File: config.mk
export PLATFORM = sky130hd
export DESIGN_NAME = fc_prim_detect
export DESIGN_NICKNAME = d
export VERILOG_FILES = /design/src/rtl/fc_util_pkg.sv /design/src/rtl/fc_prim_detect_seq_ch.sv /design/src/rtl/fc_prim_detect.sv
export SDC_FILE = /design/constraint.sdc
export NUM_CORES = 1
export LEC_CHECK = 0
export BUFFER_PORTS_ARGS = -buffer_cell sky130_fd_sc_hd__buf_2
export CORE_MARGIN = 4
export CORE_UTILIZATION = 52
export CTS_CLUSTER_DIAMETER = 150
export DETAILED_ROUTE_END_ITERATION = 12
export PLACE_DENSITY = 0.89
export SLEW_MARGIN = 40
export SYNTH_ARGS = -nofsm -noshare
export SYNTH_HDL_FRONTEND = slang
export SYNTH_SLANG_ARGS = --single-unit
File: constraint.sdc
create_clock -name clk -period 4.71 [get_ports clk]
set_clock_uncertainty 0.1 [all_clocks]
set_input_delay 0.471 -clock clk [delete_from_list [all_inputs] [get_ports clk]]
set_output_delay 0.471 -clock clk [all_outputs]
set_load 0.01 [all_outputs]
File: src/rtl/fc_util_pkg.sv
// Fibre Channel primitive types, ordered-set byte constants and decode helpers
// shared by the fc_prim_detect slice.
package fc_util;

  typedef enum logic [3:0] {
    PRIM_IDLE,
    PRIM_R_RDY,
    PRIM_SOFI3,
    PRIM_SOFN3,
    PRIM_EOFT,
    PRIM_EOFN,
    PRIM_EOFA,
    PRIM_NOS,
    PRIM_OLS,
    PRIM_LR,
    PRIM_LRR,
    PRIM_MAX
  } primitives_t;

  localparam logic [7:0]  FC_K28_5    = 8'hBC;
  localparam logic [3:0]  FC_OS_DATAK = 4'b1000;

  localparam logic [23:0] FC_IDLE_B   = 24'h95B5B5;
  localparam logic [23:0] FC_R_RDY_B  = 24'h954A4A;
  localparam logic [23:0] FC_SOFI3_B  = 24'hB55656;
  localparam logic [23:0] FC_SOFN3_B  = 24'hB53636;
  localparam logic [23:0] FC_NOS_B    = 24'h55BF45;
  localparam logic [23:0] FC_OLS_B    = 24'h358A55;
  localparam logic [23:0] FC_LR_B     = 24'h49BF49;
  localparam logic [23:0] FC_LRR_B    = 24'h35BF49;

  // EOF byte2 carries running disparity, so only the low two bytes identify the EOF
  localparam logic [7:0]  FC_EOF_RDN  = 8'h95;
  localparam logic [7:0]  FC_EOF_RDP  = 8'hB5;
  localparam logic [15:0] FC_EOFT_B   = 16'h7575;
  localparam logic [15:0] FC_EOFN_B   = 16'hD5D5;
  localparam logic [15:0] FC_EOFA_B   = 16'hF5F5;

  function automatic logic is_ordered_set(logic [31:0] data, logic [3:0] datak);
    return (datak == FC_OS_DATAK) && (data[31:24] == FC_K28_5);
  endfunction

  function automatic primitives_t fc_prim_decode(logic [31:0] data, logic [3:0] datak);
    primitives_t p;
    logic        eof_rd;
    p      = PRIM_MAX;
    eof_rd = (data[23:16] == FC_EOF_RDN) || (data[23:16] == FC_EOF_RDP);
    if (is_ordered_set(data, datak)) begin
      case (data[23:0])
        FC_IDLE_B:  p = PRIM_IDLE;
        FC_R_RDY_B: p = PRIM_R_RDY;
        FC_SOFI3_B: p = PRIM_SOFI3;
        FC_SOFN3_B: p = PRIM_SOFN3;
        FC_NOS_B:   p = PRIM_NOS;
        FC_OLS_B:   p = PRIM_OLS;
        FC_LR_B:    p = PRIM_LR;
        FC_LRR_B:   p = PRIM_LRR;
        default: begin
          if (eof_rd) begin
            case (data[15:0])
              FC_EOFT_B: p = PRIM_EOFT;
              FC_EOFN_B: p = PRIM_EOFN;
              FC_EOFA_B: p = PRIM_EOFA;
              default:   p = PRIM_MAX;
            endcase
          end
        end
      endcase
    end
    return p;
  endfunction

  function automatic logic is_prim_seq(primitives_t p);
    return (p == PRIM_NOS) || (p == PRIM_OLS) || (p == PRIM_LR) || (p == PRIM_LRR);
  endfunction

endpackage

File: src/rtl/fc_prim_detect_seq_ch.sv
// One channel: registered ordered-set decode, run counter, sequence FSM and
// optional unknown-set error counter (FC_PRIM_ERR_CNT_EN).
//
//   state   | meaning
//   ST_NONE | no primitive sequence recognised
//   ST_SEQ  | seq_q holds the recognised NOS/OLS/LR/LRR
module fc_prim_seq_ch
  import fc_util::*;
#(
  parameter int SEQ_COUNT = 3
) (
  input  logic        clk,
  input  logic        reset_n,
  input  logic        in_valid,
  input  logic [31:0] in_data,
  input  logic [3:0]  in_datak,
  input  logic        err_clr,
  output logic        prim_valid,
  output primitives_t prim,
  output logic        seq_valid,
  output primitives_t seq,
  output logic [15:0] err_cnt
);

  localparam int CW = $clog2(SEQ_COUNT + 1);
  localparam logic [CW-1:0] SEQ_MAX = CW'(SEQ_COUNT);

  typedef enum logic {ST_NONE, ST_SEQ} state_t;

  logic        os;
  primitives_t dec;
  logic        prim_valid_q;
  primitives_t prim_q, prim_d;
  primitives_t run_prim_q, run_prim_d;
  logic [CW-1:0] cnt_q, cnt_d;
  state_t      state_q, state_d;
  primitives_t seq_q, seq_d;

  always_comb begin
    os         = is_ordered_set(in_data, in_datak);
    dec        = fc_prim_decode(in_data, in_datak);
    prim_d     = prim_q;
    run_prim_d = run_prim_q;
    cnt_d      = cnt_q;
    if (in_valid) begin
      if (!os) begin
        cnt_d = '0;
      end else if (dec == run_prim_q) begin
        prim_d = dec;
        cnt_d  = (cnt_q == SEQ_MAX) ? cnt_q : cnt_q + CW'(1);
      end else begin
        prim_d     = dec;
        run_prim_d = dec;
        cnt_d      = CW'(1);
      end
    end
  end

  // Recognition works off the registered run, which gives the two-cycle sequence latency
  always_comb begin
    state_d = state_q;
    seq_d   = seq_q;
    if (cnt_q == SEQ_MAX) begin
      if (is_prim_seq(run_prim_q)) begin
        state_d = ST_SEQ;
        seq_d   = run_prim_q;
      end else begin
        state_d = ST_NONE;
      end
    end
  end

  always_ff @(posedge clk) begin
    if (!reset_n) begin
      prim_valid_q <= 1'b0;
      prim_q       <= PRIM_IDLE;
      run_prim_q   <= PRIM_IDLE;
      cnt_q        <= '0;
      state_q      <= ST_NONE;
      seq_q        <= PRIM_IDLE;
    end else begin
      prim_valid_q <= in_valid && os;
      prim_q       <= prim_d;
      run_prim_q   <= run_prim_d;
      cnt_q        <= cnt_d;
      state_q      <= state_d;
      seq_q        <= seq_d;
    end
  end

  assign prim_valid = prim_valid_q;
  assign prim       = prim_q;
  assign seq_valid  = (state_q == ST_SEQ);
  assign seq        = seq_q;

`ifdef FC_PRIM_ERR_CNT_EN
  logic [15:0] err_q, err_d;
  logic        err_inc;

  always_comb begin
    err_inc = in_valid && os && (dec == PRIM_MAX);
    err_d   = err_q;
    if (err_clr) begin
      err_d = err_inc ? 16'd1 : 16'd0;
    end else if (err_inc && (err_q != 16'hFFFF)) begin
      err_d = err_q + 16'd1;
    end
  end

  always_ff @(posedge clk) begin
    if (!reset_n) begin
      err_q <= '0;
    end else begin
      err_q <= err_d;
    end
  end

  assign err_cnt = err_q;
`else
  logic unused_err_clr;
  assign unused_err_clr = err_clr;
  assign err_cnt        = '0;
`endif

endmodule

File: src/rtl/fc_prim_detect.sv
// Multi-channel FC ordered-set decoder / primitive-sequence recogniser; slices
// the buses into per-channel fc_prim_seq_ch instances (FC_PRIM_ERR_CNT_EN selects error counters).
module fc_prim_detect
  import fc_util::*;
#(
  parameter int NUM_CH    = 1,
  parameter int SEQ_COUNT = 3
) (
  input  logic                     clk,
  input  logic                     reset_n,
  input  logic [NUM_CH-1:0]        in_valid,
  input  logic [NUM_CH*32-1:0]     in_data,
  input  logic [NUM_CH*4-1:0]      in_datak,
  output logic [NUM_CH-1:0]        prim_valid,
  output primitives_t [NUM_CH-1:0] prim,
  output logic [NUM_CH-1:0]        seq_valid,
  output primitives_t [NUM_CH-1:0] seq,
  input  logic [NUM_CH-1:0]        err_clr,
  output logic [NUM_CH*16-1:0]     err_cnt
);

  for (genvar c = 0; c < NUM_CH; c++) begin : g_ch
    fc_prim_seq_ch #(
      .SEQ_COUNT(SEQ_COUNT)
    ) u_ch (
      .clk        (clk),
      .reset_n    (reset_n),
      .in_valid   (in_valid[c]),
      .in_data    (in_data[c*32 +: 32]),
      .in_datak   (in_datak[c*4 +: 4]),
      .err_clr    (err_clr[c]),
      .prim_valid (prim_valid[c]),
      .prim       (prim[c]),
      .seq_valid  (seq_valid[c]),
      .seq        (seq[c]),
      .err_cnt    (err_cnt[c*16 +: 16])
    );
  end

endmodule

==> flow_metrics.tcl <==
set metrics [dict create \
    core_um2 2810 \
    drc_errors 0 \
    combPwrFrac 0.206 \
    setup_viol 0 \
    synth_cells 198 \
    cp.arrival_ns 3.22 \
    hp-start "in_valid" \
    ys_ff_latch 16 \
    cap_viol_max_count 0 \
    pwr-share-seq 0.471 \
    fin_area_um2 1810 \
    track_usage 0.235 \
    synth_xor_area_frac 0.0225 \
    cts_hold_buf 0 \
    power.internal_w 0.000205 \
    max_slew_margin 0.413 \
    worst_slew_pin_slew_ns 0.869 \
    fin_crit_ns 3.13 \
    pwr-share-clk 0.323 \
    cts_buffer_depth 2 \
    drv_slew 0 \
    startpoint_type "primary input" \
    syn_to_final_growth_pct 15.9 \
    netSwitchingFraction 0.289 \
    start_util 0.555 \
    async_reset_ff_frac 0 \
    ioPinCount 66 \
    placed_cell_area_um2 1770 \
    setup_ws_ns 1.58 \
    postRouteAntennaNets 0 \
    place_hpwl_um 3610 \
    crit_fanout 6 \
    synthAdderAreaFrac 0.00803 \
    grt_max_degree 11 \
    synth-edff-count 0 \
    drt_pre_antenna_iters 5 \
    synth_compound_area_frac 0.145 \
    cts_buffers 3 \
    routabilityCongestion 0.976 \
    end_kind "flip-flop" \
    ff2ff_path_depth 5 \
    clkLatencyLatePin_ns 0.29 \
    clockRootBuffer "clkbuf_4" \
    diodes 0 \
    yosysUniqueCellTypes 58 \
    rsz0062_at_grt "false" \
    fill_cells 253 \
    overflow 0 \
    die_h_um 62.7 \
    r2r-end "g_ch[0].u_ch.cnt_q[0]$_SDFFE_PN0P_" \
    synth_mux_area_frac 0.0321 \
    crit_type "in -> reg" \
    ys_seq_area_frac 0.206 \
    finalHoldViolations 0 \
    cts_setup_buffers 0 \
    tritoncts "built" \
    dpl_worst_slack_ns 1.34 \
    wl_um 4550 \
    setup-tns-final_ns 0 \
    die_w_um 62.7 \
    fmax_mhz 319 \
    post_synth.cell_area_avg_um2 7.87 \
    path_buf_inv 1 \
    worstPathCellList "buf_2, or4b_4, or4_1, nor4_1, or4b_1, o22ai_1, xor2_1, a41oi_1, o221a_1" \
    drtIter0Drc 112 \
    power.leakage_nw 0.736 \
    r2r_slack_ns 2.96 \
    vias 1796 \
    cpLargestDelayFamily "simple AND/OR/NAND/NOR gates" \
    slowest_delay_ns 0.56 \
    synthSimpleGateAreaFrac 0.495 \
    status "complete, no violations" \
    via_per_inst 6.44 \
    wire_per_inst_um 16.3 \
    nets 290 \
    switchingPower_w 0.0000833 \
    cp_slowest_cell "or4b_4" \
    ys_warn_count 0 \
    place_inst 275 \
    synth_top_family_by_area "simple AND/OR/NAND/NOR gates" \
    fin_cells 279 \
    required_ns 4.80 \
    worstReg2RegStart "g_ch[0].u_ch.run_prim_q[2]$_SDFFE_PN0P_" \
    die_area_um2 3940 \
    cts_resized 0 \
    seqCellArea_um2 320 \
    vdd_ir_drop_max_mv 0.0983 \
    rows 19 \
    cts.htree.levels 1 \
    portBuffers 48 \
    layout-drive-gt1-share 0.250 \
    multiInputGateArea_um2 1150 \
    hold_depth 2 \
    hold_path_end "g_ch[0].u_ch.prim[0]$_SDFFE_PN0P_" \
    clock_sinks 16 \
    min_period_over_period 0.665 \
    synth_area_um2 1560 \
    powerDensity_nw_per_um2 160 \
    antenna_found_initial 0 \
    hp-class "in -> reg" \
    hold_slack_ns 0.353 \
    grt_pass1_wl_um 7650 \
    cts.clk_slew.worst_paths_ns 0.10 \
    grt_pass1_vias 1743 \
    synth_flop_cell "dfxtp_1" \
]
## power by group through the flow
stage | Sequential, W | Clock [W] | Combinational (W)
global route | 0.000136 | 0.000101 | 0.0000658
CTS | 0.000136 | 0.0000957 | 0.0000578
finish | 0.000136 | 0.0000932 | 0.0000595
floorplan | 0.000139 | 0 | 0.0000372
global placement | 0.000139 | 0 | 0.0000560
detailed placement | 0.000139 | 0 | 0.0000576
## synth_stat cells (all sizes together), types with 2 or more instances
| master | count | area share |
|---|---|---|
| and3 | 5 | 0.020 |
| nor4 | 9 | 0.046 |
| xor2 | 2 | 0.011 |
| nand3 | 9 | 0.032 |
| or3b | 2 | 0.011 |
| a21oi | 10 | 0.032 |
| nor4b | 4 | 0.022 |
| a41oi | 3 | 0.022 |
| nand2 | 18 | 0.043 |
| nand3b | 7 | 0.034 |
| or3 | 2 | 0.011 |
| and4b | 3 | 0.019 |
| o32ai | 2 | 0.011 |
| dfxtp | 16 | 0.21 |
| buf | 17 | 0.080 |
| or2 | 2 | 0.0080 |
| nor4bb | 4 | 0.026 |
| nor2b | 4 | 0.016 |
| nor2 | 18 | 0.043 |
| nand4bb | 2 | 0.014 |
| or4b | 2 | 0.015 |
| or4bb | 2 | 0.014 |
| or4 | 3 | 0.014 |
| nand2b | 4 | 0.016 |
| and4 | 3 | 0.017 |
| nor3 | 4 | 0.013 |
| nor3b | 3 | 0.014 |
| o21ai | 5 | 0.016 |
| mux2i | 5 | 0.032 |
| nand4 | 6 | 0.028 |
| xnor2 | 2 | 0.011 |
| inv | 3 | 0.0072 |
## cells in the final DEF, fill, tap and decap left out, types with 3 or more instances in the layout
cell / count
buf_2: 48
inv_1: 3
nor3_1: 4
dfxtp_1: 16
and3_1: 5
nand4_1: 5
nor2_1: 18
nor2b_1: 4
o21ai_0: 4
nor4b_1: 4
nand3b_1: 7
and4b_1: 3
mux2i_1: 5
nand2b_1: 4
conb_1: 16
nand3_1: 8
or4_1: 3
nor4_1: 8
nor4bb_1: 4
and4_1: 3
a21oi_1: 10
nor3b_1: 3
nand2_1: 18
clkbuf_4: 3
## flip-flops by register name (all words and copies together) (netlist names)
name,count
g_ch.u_ch.seq_valid,1
g_ch.u_ch.run_prim_q,4
g_ch.u_ch.prim_valid,1
g_ch.u_ch.cnt_q,2
g_ch.u_ch.seq,4
g_ch.u_ch.prim,4
## per-stage QoR
| step | utilization | power (W) |
|---|---|---|
| after global placement | 0.631 | 0.000195 |
| after global routing | 0.644 | 0.000303 |
| after floorplan | - | 0.000176 |
| after detailed placement | 0.631 | 0.000197 |
| after CTS | 0.644 | 0.000290 |
| final | 0.644 | 0.000289 |
## worst max-delay path by stage
stage                startpoint                                 endpoint  slack, ns  depth (start not counted)
floorplan            in_data[7]  g_ch[0].u_ch.run_prim_q[3]$_SDFFE_PN0P_       1.74                          8
global placement     in_data[7]       g_ch[0].u_ch.cnt_q[0]$_SDFFE_PN0P_       1.42                          9
detailed placement   in_data[7]       g_ch[0].u_ch.cnt_q[0]$_SDFFE_PN0P_       1.34                          9
CTS                  in_data[7]       g_ch[0].u_ch.cnt_q[0]$_SDFFE_PN0P_       1.65                          9
global route        in_datak[1]       g_ch[0].u_ch.cnt_q[0]$_SDFFE_PN0P_       1.49                          9
finish               in_data[7]       g_ch[0].u_ch.cnt_q[0]$_SDFFE_PN0P_       1.58                          9
## layer usage
layer  part of all wire  global-route usage  vias to the layer above  wire length (µm)
met5                  0                   0                        -                 0
li1                   -                   -                      842                 -
met3              0.096              0.0504                       18               435
met1               0.40               0.286                      811              1820
met4              0.020              0.0826                        0                93
met2               0.48               0.405                      125              2200
## worst register-to-register path, stage by stage, from the launching register on
cell and delay [ns]:
dfxtp_1 0.41, inv_1 0.13, and3_1 0.19, or3_4 0.42, a41oi_1 0.21, o221a_1 0.23
## logic make-up after synthesis
logic type,count (synthesis)
AO/OA/AOI/OAI,31
adder cells (fa/ha/maj),1
buffers and inverters,21
flip-flops,16
multiplexers,5
AND/OR/NAND/NOR,119
other,1
XOR/XNOR,4
## area by class of cell
type | instances | area share
Tap cell | 31 | 0.0215
Timing Repair Buffer | 48 | 0.133
Multi-Input combinational cell | 176 | 0.640
Inverter | 4 | 0.00832
Sequential cell | 16 | 0.177
Clock buffer | 4 | 0.0201
Power figures use the tool's default switching activity.
